--- config.mk ---
export PLATFORM = sky130hd
export DESIGN_NAME = ibuff_fill_flat
export DESIGN_NICKNAME = d
export VERILOG_FILES = /design/src/rtl/ibuff_fill_if.sv /design/src/rtl/ibuff_fill.sv /design/src/flat_wrapper.sv
export SDC_FILE = /design/constraint.sdc
export NUM_CORES = 1
export LEC_CHECK = 0
export ABC_AREA = 0
export CAP_MARGIN = 20
export CORE_AREA = 10 10 284 286
export DETAILED_ROUTE_END_ITERATION = 8
export DIE_AREA = 0 0 294 296
export DONT_BUFFER_PORTS = 1
export RECOVER_POWER = 100
export REMOVE_ABC_BUFFERS = 1
export SLEW_MARGIN = 0
export SYNTH_ARGS = -nofsm -noshare
export SYNTH_HDL_FRONTEND = slang
export SYNTH_SLANG_ARGS = --single-unit
--- constraint.sdc ---
create_clock -name clk -period 8 [get_ports clk]
set_clock_uncertainty 0.1 [all_clocks]
set_input_delay 1.6 -clock clk [delete_from_list [all_inputs] [get_ports clk]]
set_output_delay 1.6 -clock clk [all_outputs]
set_load 0.05 [all_outputs]
--- src/rtl/ibuff_fill_if.sv ---
// ibuff_fill_if: valid/ready fetch request channel plus in-order response channel
// between the instruction buffer (master) and the I-cache (slave).
//   fetch_req_valid/ready/addr   : 16-byte chunk request
//   fetch_rsp_valid/data/exception : chunk response, returned in request order
interface ibuff_fill_if #(
    parameter int unsigned XLEN = 32
) ();
    logic            fetch_req_valid;
    logic            fetch_req_ready;
    logic [XLEN-1:0] fetch_req_addr;
    logic            fetch_rsp_valid;
    logic [127:0]    fetch_rsp_data;
    logic            fetch_rsp_exception;

    modport master (
        output fetch_req_valid,
        output fetch_req_addr,
        input  fetch_req_ready,
        input  fetch_rsp_valid,
        input  fetch_rsp_data,
        input  fetch_rsp_exception
    );

    modport slave (
        input  fetch_req_valid,
        input  fetch_req_addr,
        output fetch_req_ready,
        output fetch_rsp_valid,
        output fetch_rsp_data,
        output fetch_rsp_exception
    );
endinterface

--- src/rtl/ibuff_fill.sv ---
// ibuff_fill: instruction buffer feeding D1. Holds one 64-byte line as four
// 16-byte chunks, fetches them from the I-cache, advances the PC as D1 consumes
// instructions and flushes/refetches on resteer or line crossing.
// Ports:
//   clk, rst            : clock, synchronous active-high reset
//   resteer(_target)    : flush and redirect (bit 0 of target ignored)
//   advance(_compressed): D1 consumed a 2- or 4-byte instruction at pc_out
//   fetch               : request/response channel to the I-cache (master side)
//   IBuff_out           : 512-bit line, chunk c at bits [128c+127:128c]
//   IBuff_valid_out     : bit 3-c = chunk c valid
//   pc_out              : current PC
//   exception_out       : chunk of pc_out is valid and faulted
// Optional: define IBUFF_PERF_CNT_EN to add perf_stall_cycles, a saturating
// count of cycles where the chunk holding pc_out is not valid.
module ibuff_fill #(
    parameter int unsigned     XLEN            = 32,
    parameter logic [XLEN-1:0] RESET_PC        = '0,
    parameter int unsigned     MAX_OUTSTANDING = 4
) (
    input  logic            clk,
    input  logic            rst,
    input  logic            resteer,
    input  logic [XLEN-1:0] resteer_target,
    input  logic            advance,
    input  logic            advance_compressed,
    ibuff_fill_if.master    fetch,
    output logic [511:0]    IBuff_out,
    output logic [3:0]      IBuff_valid_out,
    output logic [XLEN-1:0] pc_out,
    output logic            exception_out
`ifdef IBUFF_PERF_CNT_EN
    ,
    output logic [31:0]     perf_stall_cycles
`endif
);

    localparam int unsigned CNT_W = 3;

    typedef enum logic [1:0] {
        S_FILL = 2'd0,
        S_WAIT = 2'd1,
        S_FULL = 2'd2
    } state_e;

    state_e              state_q, state_d;
    logic [XLEN-1:0]     pc_q, pc_d;
    logic [1:0]          req_chunk_q, req_chunk_d;
    logic [1:0]          fill_chunk_q, fill_chunk_d;
    logic [1:0]          start_chunk_q, start_chunk_d;
    logic [3:0]          valid_q, valid_d;
    logic [3:0]          exc_q, exc_d;
    logic [3:0][127:0]   data_q, data_d;
    logic [CNT_W-1:0]    out_q, out_d;
    logic [CNT_W-1:0]    drop_q, drop_d;
    logic                req_valid_q, req_valid_d;
    logic [XLEN-1:0]     req_addr_q, req_addr_d;
    logic                exc_out_q, exc_out_d;

    logic                hs;
    logic                rsp_drop;
    logic                rsp_accept;
    logic                do_flush;
    logic [XLEN-1:0]     flush_pc;
    logic [XLEN-1:0]     pc_adv;
    logic [3:0]          start_mask;

    // Next-state: fill, FSM, advance, flush; registered outputs derived from next state.
    always_comb begin
        state_d       = state_q;
        pc_d          = pc_q;
        req_chunk_d   = req_chunk_q;
        fill_chunk_d  = fill_chunk_q;
        start_chunk_d = start_chunk_q;
        valid_d       = valid_q;
        exc_d         = exc_q;
        data_d        = data_q;
        drop_d        = drop_q;
        do_flush      = 1'b0;
        flush_pc      = pc_q;

        hs         = req_valid_q & fetch.fetch_req_ready;
        rsp_drop   = fetch.fetch_rsp_valid & (drop_q != '0);
        rsp_accept = fetch.fetch_rsp_valid & (drop_q == '0);
        pc_adv     = pc_q + (advance_compressed ? XLEN'(2) : XLEN'(4));
        start_mask = 4'(4'hF << start_chunk_q);
        out_d      = out_q + CNT_W'(hs) - CNT_W'(fetch.fetch_rsp_valid);

        if (rsp_drop) begin
            drop_d = drop_q - CNT_W'(1);
        end

        // Responses are in order, so the next accepted one is always fill_chunk.
        if (rsp_accept) begin
            data_d[fill_chunk_q]  = fetch.fetch_rsp_data;
            valid_d[fill_chunk_q] = 1'b1;
            exc_d[fill_chunk_q]   = fetch.fetch_rsp_exception;
            fill_chunk_d          = fill_chunk_q + 2'd1;
        end

        case (state_q)
            S_FILL: begin
                if (hs) begin
                    req_chunk_d = req_chunk_q + 2'd1;
                    if (req_chunk_q == 2'd3) begin
                        state_d = S_WAIT;
                    end
                end
                if (rsp_accept && fetch.fetch_rsp_exception) begin
                    state_d = S_WAIT;
                end
            end
            S_WAIT: begin
                // A faulted line is complete once everything in flight has returned.
                if (((valid_q & start_mask) == start_mask) ||
                    ((exc_q != '0) && (out_q == '0))) begin
                    state_d = S_FULL;
                end
            end
            default: ;
        endcase

        if (resteer) begin
            do_flush = 1'b1;
            flush_pc = resteer_target & ~XLEN'(1);
        end else if (advance && valid_q[pc_q[5:4]]) begin
            pc_d = pc_adv;
            if (pc_adv[XLEN-1:6] != pc_q[XLEN-1:6]) begin
                do_flush = 1'b1;
                flush_pc = pc_adv;
            end
        end

        // Flush discards this cycle's response; everything still in flight is dropped.
        if (do_flush) begin
            pc_d          = flush_pc;
            valid_d       = '0;
            exc_d         = '0;
            req_chunk_d   = flush_pc[5:4];
            fill_chunk_d  = flush_pc[5:4];
            start_chunk_d = flush_pc[5:4];
            drop_d        = out_d;
            state_d       = S_FILL;
        end

        req_valid_d = (state_d == S_FILL) && (out_d < CNT_W'(MAX_OUTSTANDING));
        req_addr_d  = {pc_d[XLEN-1:6], req_chunk_d, 4'b0000};
        exc_out_d   = valid_d[pc_d[5:4]] & exc_d[pc_d[5:4]];
    end

    // State register.
    always_ff @(posedge clk) begin
        if (rst) begin
            state_q       <= S_FILL;
            pc_q          <= RESET_PC;
            req_chunk_q   <= RESET_PC[5:4];
            fill_chunk_q  <= RESET_PC[5:4];
            start_chunk_q <= RESET_PC[5:4];
            valid_q       <= '0;
            exc_q         <= '0;
            data_q        <= '0;
            out_q         <= '0;
            drop_q        <= '0;
            req_valid_q   <= 1'b0;
            req_addr_q    <= {RESET_PC[XLEN-1:4], 4'b0000};
            exc_out_q     <= 1'b0;
        end else begin
            state_q       <= state_d;
            pc_q          <= pc_d;
            req_chunk_q   <= req_chunk_d;
            fill_chunk_q  <= fill_chunk_d;
            start_chunk_q <= start_chunk_d;
            valid_q       <= valid_d;
            exc_q         <= exc_d;
            data_q        <= data_d;
            out_q         <= out_d;
            drop_q        <= drop_d;
            req_valid_q   <= req_valid_d;
            req_addr_q    <= req_addr_d;
            exc_out_q     <= exc_out_d;
        end
    end

    assign fetch.fetch_req_valid = req_valid_q;
    assign fetch.fetch_req_addr  = req_addr_q;
    assign IBuff_out             = data_q;
    assign IBuff_valid_out       = {valid_q[0], valid_q[1], valid_q[2], valid_q[3]};
    assign pc_out                = pc_q;
    assign exception_out         = exc_out_q;

`ifdef IBUFF_PERF_CNT_EN
    logic [31:0] perf_q;

    // Saturating stall counter: chunk under pc_out not yet available.
    always_ff @(posedge clk) begin
        if (rst) begin
            perf_q <= '0;
        end else if (!valid_q[pc_q[5:4]] && (perf_q != 32'hFFFF_FFFF)) begin
            perf_q <= perf_q + 32'd1;
        end
    end

    assign perf_stall_cycles = perf_q;
`endif

endmodule

--- src/flat_wrapper.sv ---
// flat-port wrapper written by rule: the top's interface ports become plain ports
module ibuff_fill_flat 
#(
    parameter int unsigned     XLEN            = 32,
    parameter logic [XLEN-1:0] RESET_PC        = '0,
    parameter int unsigned     MAX_OUTSTANDING = 4
)
  (clk, rst, resteer, resteer_target, advance, advance_compressed, IBuff_out, IBuff_valid_out, pc_out, exception_out, fetch_fetch_req_valid, fetch_fetch_req_addr, fetch_fetch_req_ready, fetch_fetch_rsp_valid, fetch_fetch_rsp_data, fetch_fetch_rsp_exception);
  ibuff_fill_if #(.XLEN(XLEN)) fetch_i ();
  input  logic clk;
  input  logic rst;
  input  logic resteer;
  input  logic [XLEN-1:0] resteer_target;
  input  logic advance;
  input  logic advance_compressed;
  output logic [511:0] IBuff_out;
  output logic [3:0] IBuff_valid_out;
  output logic [XLEN-1:0] pc_out;
  output logic exception_out;
  output wire logic [$bits(fetch_i.fetch_req_valid)-1:0] fetch_fetch_req_valid;
  output wire logic [$bits(fetch_i.fetch_req_addr)-1:0] fetch_fetch_req_addr;
  input wire logic [$bits(fetch_i.fetch_req_ready)-1:0] fetch_fetch_req_ready;
  input wire logic [$bits(fetch_i.fetch_rsp_valid)-1:0] fetch_fetch_rsp_valid;
  input wire logic [$bits(fetch_i.fetch_rsp_data)-1:0] fetch_fetch_rsp_data;
  input wire logic [$bits(fetch_i.fetch_rsp_exception)-1:0] fetch_fetch_rsp_exception;
  assign fetch_fetch_req_valid = fetch_i.fetch_req_valid;
  assign fetch_fetch_req_addr = fetch_i.fetch_req_addr;
  assign fetch_i.fetch_req_ready = fetch_fetch_req_ready;
  assign fetch_i.fetch_rsp_valid = fetch_fetch_rsp_valid;
  assign fetch_i.fetch_rsp_data = fetch_fetch_rsp_data;
  assign fetch_i.fetch_rsp_exception = fetch_fetch_rsp_exception;
  ibuff_fill #(.XLEN(XLEN), .RESET_PC(RESET_PC), .MAX_OUTSTANDING(MAX_OUTSTANDING)) u_core (.clk(clk), .rst(rst), .resteer(resteer), .resteer_target(resteer_target), .advance(advance), .advance_compressed(advance_compressed), .fetch(fetch_i), .IBuff_out(IBuff_out), .IBuff_valid_out(IBuff_valid_out), .pc_out(pc_out), .exception_out(exception_out));
endmodule
==> impl_metrics.toml, run 1 <==
[status]
outcome = "complete, but fails checks"
violations = "max-capacitance violations, max-slew violations"

[floorplanning]
rows = 101
fp.dieH_um = 296
core-area_um2 = 75200
fp.dieW_um = 294
ioPinCount = 750
initial_core_util_pct = 27.6
dieArea_um2 = 87000

[place]
dp_hpwl_mm = 49.7
globalplace.congestion = 0.823
port_buffers = 0

[timing]
post-route-min-period_ns = 5.46
rsz0062_at_grt = "no"
tightest_slew_ns = 4.04
hold_violations = 0
drv_slew = 695
period_share_pct = 68.3
timing.fmax_ghz = 0.183
setup_viol = 0
relSlewSlack_pct = -170
setup_tns_ns = 0

[synthesis]
synth.most_common_cell = "nand2_1"
ys_seq_area_share_pct = 54.8
syn_inst = 2648
synth_edf_count = 0
synthTopCellsByArea = "dfxtp_1 (55%), nand2_1 (19%), a21oi_1 (13%)"
avgSynthCellArea_um2 = 7.82
synth_top_area_share_pct = 54.8
syn_area_um2 = 20700
synthTopCellsByCount = "nand2_1 (1069), dfxtp_1 (567), a21oi_1 (536), clkbuf_1 (181), nor2_1 (45)"
synth_cell_types = 54
synth_ff_type = "dfxtp_1"
ys_ff_latch = 567
synth_area_leader_cell = "dfxtp_1"
async_flop_share_pct = 0
ys_warn_count = 0

[global_route]
overflow = 0
grt_pass1_wl_mm = 107
antenna_found_initial = 3
grt_pass1_vias = 15991
grt_start_max_net_pins = 559
grt_usage_pct = 15.7

[drt]
num_vias = 17086
firstDrtPassIters = 5
drt.antenna.violating_nets = 0
drt-total-wl_mm = 74.3
drt-initial-drc-count = 994
vias_per_cell = 4.83
wl_per_cell_um = 21.0
drc = 0

[worst_setup_path]
cp.required_ns = 8.37
crit_path_end_kind = "register"
cp-start-kind = "input pin"
critPathMaxFanout = 54
crit_arrival_ns = 5.84
worstSetupPathType = "in -> reg"

[clock_tree]
numCtsBuffers = 59
cts_num_sinks = 567
clk_pin_slew_ns = 0.06
cts_tree = "done"
post_cts_buffers = 0
h-tree-depth = 2
hold_buffers = 0
cts_resized = 0
clock-root-buffer = "clkbuf_16"
insertion_delay_ns = 0.61
clk_path_buf_depth = 3

[power]
power_mw = 6.91
vdd_drop_max_mv = 0.163
cellLeakagePower_nw = 7.47
powerDensity_nw_per_um2 = 299

[layout]
layout-drive-gt1-share_pct = 4.10
finalNetCount = 2695
multi_input_area_um2 = 8320
n_fill_cell = 8072
area_growth_pct = 11.4
seqCellArea_um2 = 11400

[min_path]
min_path_type = "reg -> reg"

[job]
maxCapViolations = 8
==> power by group <==
group          switching (mW)  internal [mW]
combinational           0.352          0.164
clock                    1.14           1.65
sequential              0.628           2.98
==> per-layer routing <==
metal | share of wire, % | track usage (%) | wire [µm]
met4 | 3.2 | 5.67 | 2350
met5 | 0.036 | 0 | 27
met1 | 36 | 17.3 | 26600
met2 | 48 | 26.5 | 35900
met3 | 13 | 7.07 | 9380
==> per-stage QoR <==
| step | cell area (µm²) | worst slack [ns] | hold WS [ns] | instances | util [%] |
|---|---|---|---|---|---|
| global placement | 21200 | 3.80 | 0.363 | 3427 | 28.2 |
| floorplan | 19800 | 2.02 | 0.345 | 2427 | - |
| detailed placement | 21200 | 3.78 | 0.368 | 3427 | 28.2 |
| CTS | 23200 | 4.46 | 0.377 | 3533 | 30.8 |
| finish | 23100 | 2.54 | 0.376 | 3538 | 30.7 |
| global route | 23100 | 2.34 | 0.399 | 3537 | 30.7 |
==> placed cells by master, fill, tap and decap left out, types with 5 or more instances in the layout <==
| cell type | instances |
|---|---|
| o21ai_0 | 8 |
| a211oi_1 | 14 |
| conb_1 | 5 |
| nor4_1 | 11 |
| xor2_1 | 9 |
| o22ai_1 | 5 |
| nand4_1 | 6 |
| a21oi_1 | 536 |
| bufinv_16 | 5 |
| clkinv_2 | 7 |
| nand3_1 | 14 |
| clkbuf_8 | 14 |
| mux2i_1 | 14 |
| nor2_1 | 45 |
| nor3_1 | 11 |
| xnor2_1 | 21 |
| ha_1 | 11 |
| nand2_1 | 1069 |
| buf_4 | 10 |
| or3_1 | 7 |
| clkbuf_1 | 32 |
| dfxtp_1 | 567 |
| clkbuf_16 | 59 |
| inv_1 | 21 |
==> logic make-up after synthesis <==
group / after synthesis / share of synthesized area [%]
AND/OR/NAND/NOR: 1195 / 22.7
AO/OA/AOI/OAI: 581 / 14.5
flip-flops: 567 / 54.8
buffers and inverters: 246 / 5.07
XOR/XNOR: 30 / 1.27
multiplexers: 15 / 0.731
adder cells (fa/ha/maj): 13 / 0.858
other: 1 / 0.0181
==> registers in the layout (all words and copies together) (netlist names), 2 cells and up <==
name / cells
u_core.fill_chunk_q: 2
u_core.fetch.fetch_req_addr: 28
u_core.exc_q: 4
u_core.pc_out: 5
u_core.valid_q: 4
u_core.state_q: 2
u_core.start_chunk_q: 2
u_core.drop_q: 3
u_core.IBuff_out: 512
u_core.out_q: 3
==> layout make-up <==
class	instances	share of cell area, %
tap	978	5.30
antenna	1	0.0108
clock inverter	16	0.992
clock buffer	90	7.51
inverter	21	0.341
sequential	567	49.2
timing repair buffer	26	0.656
multi-input combinational	1839	36.0
==> worst paths after layout <==
path / slack (ns) / cells after the start / endpoint / start
worst min-delay path: 0.38 / 2 / u_core.state_q[1] / u_core.state_q[1]
worst max-delay path: 2.54 / 5 / u_core.IBuff_out[40] / fetch_fetch_rsp_valid
worst max register to register: 2.87 / 7 / u_core.IBuff_out[40] / u_core.drop_q[0]
worst min register to register: 0.38 / 2 / u_core.state_q[1] / u_core.state_q[1]
==> critical path, cell delays in order <==
cell and delay (ns):
and3b_1 0.41, and2_4 0.55, clkbuf_1 2.32, nand2_1 0.56, a21oi_1 0.27
(Power assumes the default switching activity.)
==> run 2, diff against run 1 <==
==> constraint.sdc (replaced) <==
create_clock -name clk -period 5.3 [get_ports clk]
set_clock_uncertainty 0.1 [all_clocks]
set_input_delay 1.06 -clock clk [delete_from_list [all_inputs] [get_ports clk]]
set_output_delay 1.06 -clock clk [all_outputs]
set_load 0.05 [all_outputs]
==> impl_metrics.toml, run 2 (synthesized netlist as in run 1, its figures left out) <==
[drt]
drc = 0
firstDrtPassIters = 7
wl_per_cell_um = 20.7
drt.antenna.violating_nets = 0
num_vias = 17148
vias_per_cell = 4.84
drt-initial-drc-count = 1115
drt-total-wl_mm = 73.4

[floorplanning]
fp.dieH_um = 296
fp.dieW_um = 294
ioPinCount = 750
initial_core_util_pct = 27.6
core-area_um2 = 75200
rows = 101
dieArea_um2 = 87000

[clock_tree]
insertion_delay_ns = 0.60
hold_buffers = 0
clk_pin_slew_ns = 0.06
cts_num_sinks = 567
cts_resized = 0
clk_path_buf_depth = 3
cts_tree = "done"
numCtsBuffers = 59
post_cts_buffers = 0
clock-root-buffer = "clkbuf_16"
h-tree-depth = 2

[global_route]
grt_usage_pct = 15.6
overflow = 0
busiest_layer = "met2"
grt_use_met1_pct = 17.2
antenna_found_initial = 3
grt_start_max_net_pins = 559
use_met2_pct = 26.6
met3_usage_pct = 6.92
grt_pass1_vias = 15851
grt_pass1_wl_mm = 106

[power]
power.share.sequential_pct = 53.1
cellLeakagePower_nw = 7.46
p_switching_mw = 3.18
power_frac_comb_pct = 7.8
clkPwrFrac_pct = 39.1
p_int_mw = 7.04
vdd_drop_max_mv = 0.245
powerDensity_nw_per_um2 = 442
swShare_pct = 31.1

[worst_setup_path]
slowest_stage = "nand2_1"
regToRegSetupSlack_ns = 1.17
crit_arrival_ns = 4.45
crit_chain = "inv_1, ha_1, and3b_1, nand2_1, buf_12, nand2_1, a21oi_1"
crit_path_end_kind = "register"
worstSetupPathType = "reg -> reg"
critPathMaxFanout = 68
crit_family = "simple AND/OR/NAND/NOR gates"
critPathMaxStageDelay_ns = 1.71
cp.required_ns = 5.62
cp-start-kind = "register"
crit_buf_inv = 2
path_common_cell = "nand2_1"

[layout]
layout_common_cells = "nand2_1 (1069), dfxtp_1 (567), a21oi_1 (536)"
diodes = 0
finalNetCount = 2699
layout_commonest_cell = "nand2_1"
final_util_pct = 30.7
n_fill_cell = 8031
largest_reg_flops = 512
layout-drive-gt1-share_pct = 3.94
area_growth_pct = 11.4

[job]
maxCapViolations = 7

[timing]
timing.fmax_ghz = 0.242
drv_slew = 514
worst_hold_slack_ns = 0.373
period_share_pct = 78.0
post-route-min-period_ns = 4.13
tightest_slew_ns = 3.01
setup_viol = 0
relSlewSlack_pct = -101
rsz0062_at_grt = "no"
hold_violations = 0

[place]
dp_hpwl_mm = 48.7
port_buffers = 0
globalplace.congestion = 0.802

[min_path]
min_path_type = "reg -> reg"

[status]
violations = "max-capacitance violations, max-slew violations"
outcome = "complete, but fails checks"
==> run 2: cell types whose count changed in the layout (fill, tap and decap cells not counted), sizes merged <==
cell,before,now
inv,23,22
clkbuf,105,115
diode,1,0
buf,11,9
bufinv,5,1
clkinvlp,2,1
clkinv,7,9
==> run 2: power groups by stage <==
stage,combinational (mW),sequential [mW],clock (mW)
finish,0.798,5.42,3.99
global route,0.892,5.45,4.29
CTS,0.820,5.44,4.10
detailed placement,0.818,5.53,0
global placement,0.805,5.53,0
floorplan,0.541,5.47,0
==> run 2: routing by layer <==
layer	wire, µm	vias to the layer above	share of wire (%)
met5	0	-	0
met4	2120	0	2.9
li1	-	8284	-
met3	9300	115	13
met2	36000	792	49
met1	26000	7957	35
==> run 2: per-stage QoR <==
stage / setup WS (ns) / std cells / TNS [ns] / total power, mW / instance area [µm²]
final: 1.17 / 3541 / 0 / 10.2 / 23100
after CTS: 1.86 / 3539 / 0 / 10.4 / 23200
after global routing: 0.883 / 3541 / 0 / 10.6 / 23100
after floorplan: -0.138 / 2427 / -0.138 / 6.01 / 19800
after detailed placement: 1.62 / 3433 / 0 / 6.35 / 21300
after global placement: 1.66 / 3433 / 0 / 6.33 / 21300
==> run 2: final cells by class <==
class | instances | area (µm²) | area share (%)
Timing Repair Buffer | 30 | 236 | 1.02
Multi-Input combinational cell | 1839 | 8320 | 36.0
Tap cell | 978 | 1220 | 5.30
Clock buffer | 94 | 1750 | 7.57
Inverter | 21 | 78.8 | 0.342
Sequential cell | 567 | 11400 | 49.2
Clock inverter | 12 | 128 | 0.553
==> run 2: path summary, 6_finish.rpt <==
kind,depth (start not counted),startpoint,to
hold / removal,2,u_core.exc_q[0],u_core.exc_q[0]
hold reg to reg,2,u_core.exc_q[0],u_core.exc_q[0]
setup reg to reg,7,u_core.drop_q[0],u_core.IBuff_out[416]
setup / recovery,7,u_core.drop_q[0],u_core.IBuff_out[416]
==> run 2: tightest hold or removal path, stage by stage, from the launching register on <==
cell and delay, ns:
dfxtp_1 0.32, nand2_1 0.06, a21oi_1 0.05
==> run 3, diff against run 2 <==
==> constraint.sdc (replaced) <==
create_clock -name clk -period 4.3 [get_ports clk]
set_clock_uncertainty 0.1 [all_clocks]
set_input_delay 0.86 -clock clk [delete_from_list [all_inputs] [get_ports clk]]
set_output_delay 0.86 -clock clk [all_outputs]
set_load 0.05 [all_outputs]
==> impl_metrics.toml, run 3 (synthesized netlist as in run 1, its figures left out) <==
[power]
cellLeakagePower_nw = 7.72
power_mw = 13.3
vdd_drop_max_mv = 0.313
powerDensity_nw_per_um2 = 563

[layout]
area_growth_pct = 13.8
instances_no_fill = 3572
finalNetCount = 2726
largest_reg_flops = 512
n_fill_cell = 8030
multi_input_area_um2 = 8340
seqCellArea_um2 = 11400
layout_common_cells = "nand2_1 (1067), dfxtp_1 (567), a21oi_1 (536)"
fin_area_um2 = 23600
layout-drive-gt1-share_pct = 5.20
layout_commonest_cell = "nand2_1"
diodes = 0

[global_route]
grt_start_max_net_pins = 559
grt_pass1_wl_mm = 107
overflow = 0
grt_pass1_vias = 16501
antenna_found_initial = 3
grt_usage_pct = 15.8

[drt]
drc = 0
drt-initial-drc-count = 1239
drt.antenna.violating_nets = 0
vias_per_cell = 4.87
firstDrtPassIters = 5
num_vias = 17381
drt-total-wl_mm = 74.2
wl_per_cell_um = 20.8

[floorplanning]
fp.dieW_um = 294
rows = 101
initial_core_util_pct = 27.6
fp.dieH_um = 296
ioPinCount = 750
core-area_um2 = 75200
dieArea_um2 = 87000

[timing]
tightest_slew_ns = 2.44
hold_violations = 0
rsz0062_at_grt = "no"
relSlewSlack_pct = -62.9
drv_slew = 470
setup_viol = 0
worst_hold_slack_ns = 0.223
period_share_pct = 81.2
setup_ws_ns = 0.808
timing.fmax_ghz = 0.286
post-route-min-period_ns = 3.49

[worst_setup_path]
ff2ff_path_depth = 8
r2r_start = "u_core.pc_out[2]"
cp-start-kind = "register"
worstSetupPathType = "reg -> reg"
crit_arrival_ns = 3.85
startpoint = "u_core.pc_out[2]"
cp.required_ns = 4.66
critPathMaxFanout = 14
crit_path_end_kind = "register"

[clock_tree]
post_cts_buffers = 0
h-tree-depth = 2
cts_tree = "done"
clk_path_buf_depth = 3
insertion_delay_ns = 0.60
numCtsBuffers = 60
hold_buffers = 0
clk_pin_slew_ns = 0.06
cts_resized = 0
clock-root-buffer = "clkbuf_16"
cts_num_sinks = 567

[job]
maxCapViolations = 4

[place]
port_buffers = 0
place_inst = 3461
dp_hpwl_mm = 50.1
place_ws_ns = 0.818
globalplace.congestion = 0.807
dpl_cell_area_um2 = 21600

[min_path]
min_path_type = "in -> reg"
min_from = "rst"
worstHoldPathCells = 1

[status]
violations = "max-capacitance violations, max-slew violations"
outcome = "complete, but fails checks"
## run 3: changes by cell type in the layout (fill, tap and decap cells not counted), sizes merged
| cell | delta |
|---|---|
| bufinv | +8 |
| clkbuf | +4 |
| clkinvlp | +2 |
| buf | +9 |
| clkinv | +8 |
## run 3: power by group
part	switching, mW	leakage, nW	internal, mW
clock network	2.18	1.07	3.39
registers	1.09	4.59	5.54
logic	0.748	2.06	0.317
## run 3: routing by layer
layer / wire length (µm) / track usage [%] / vias to the layer above
met3: 9500 / 7.10 / 138
met1: 26500 / 17.2 / 8106
li1: - / - / 8334
met4: 2670 / 5.94 / 0
met2: 35600 / 26.7 / 803
met5: 0 / 0 / -
## run 3: through the flow
stage / setup TNS [ns] / util, %
4_1_cts: 0 / 31.6
5_1_grt: 0 / 31.4
6_report: 0 / 31.4
3_3_place_gp: 0 / 28.7
2_1_floorplan: -12.98 / -
3_5_place_dp: 0 / 28.7
## run 3: final cells by class
| cell class | count | area share [%] |
|---|---|---|
| Timing Repair Buffer | 56 | 1.78 |
| Tap cell | 978 | 5.19 |
| Sequential cell | 567 | 48.2 |
| Inverter | 21 | 0.334 |
| Clock buffer | 81 | 7.43 |
| Multi-Input combinational cell | 1839 | 35.4 |
| Clock inverter | 30 | 1.75 |
## run 3: path summary, 6_finish.rpt
check	slack (ns)	endpoint
setup / recovery	0.81	u_core.start_chunk_q[1]
hold / removal	0.22	u_core.IBuff_out[268]
setup reg to reg	0.81	u_core.start_chunk_q[1]
hold reg to reg	0.38	u_core.exc_q[3]
## run 3: worst max-delay path, cell delays in order, from the launching register on
cell,delay (ns)
dfxtp_1,0.33
clkbuf_1,0.58
ha_1,0.38
a21oi_1,0.34
nor2_1,0.11
o21ai_0,0.39
and2_0,0.43
nand2b_1,0.42
o22ai_1,0.28
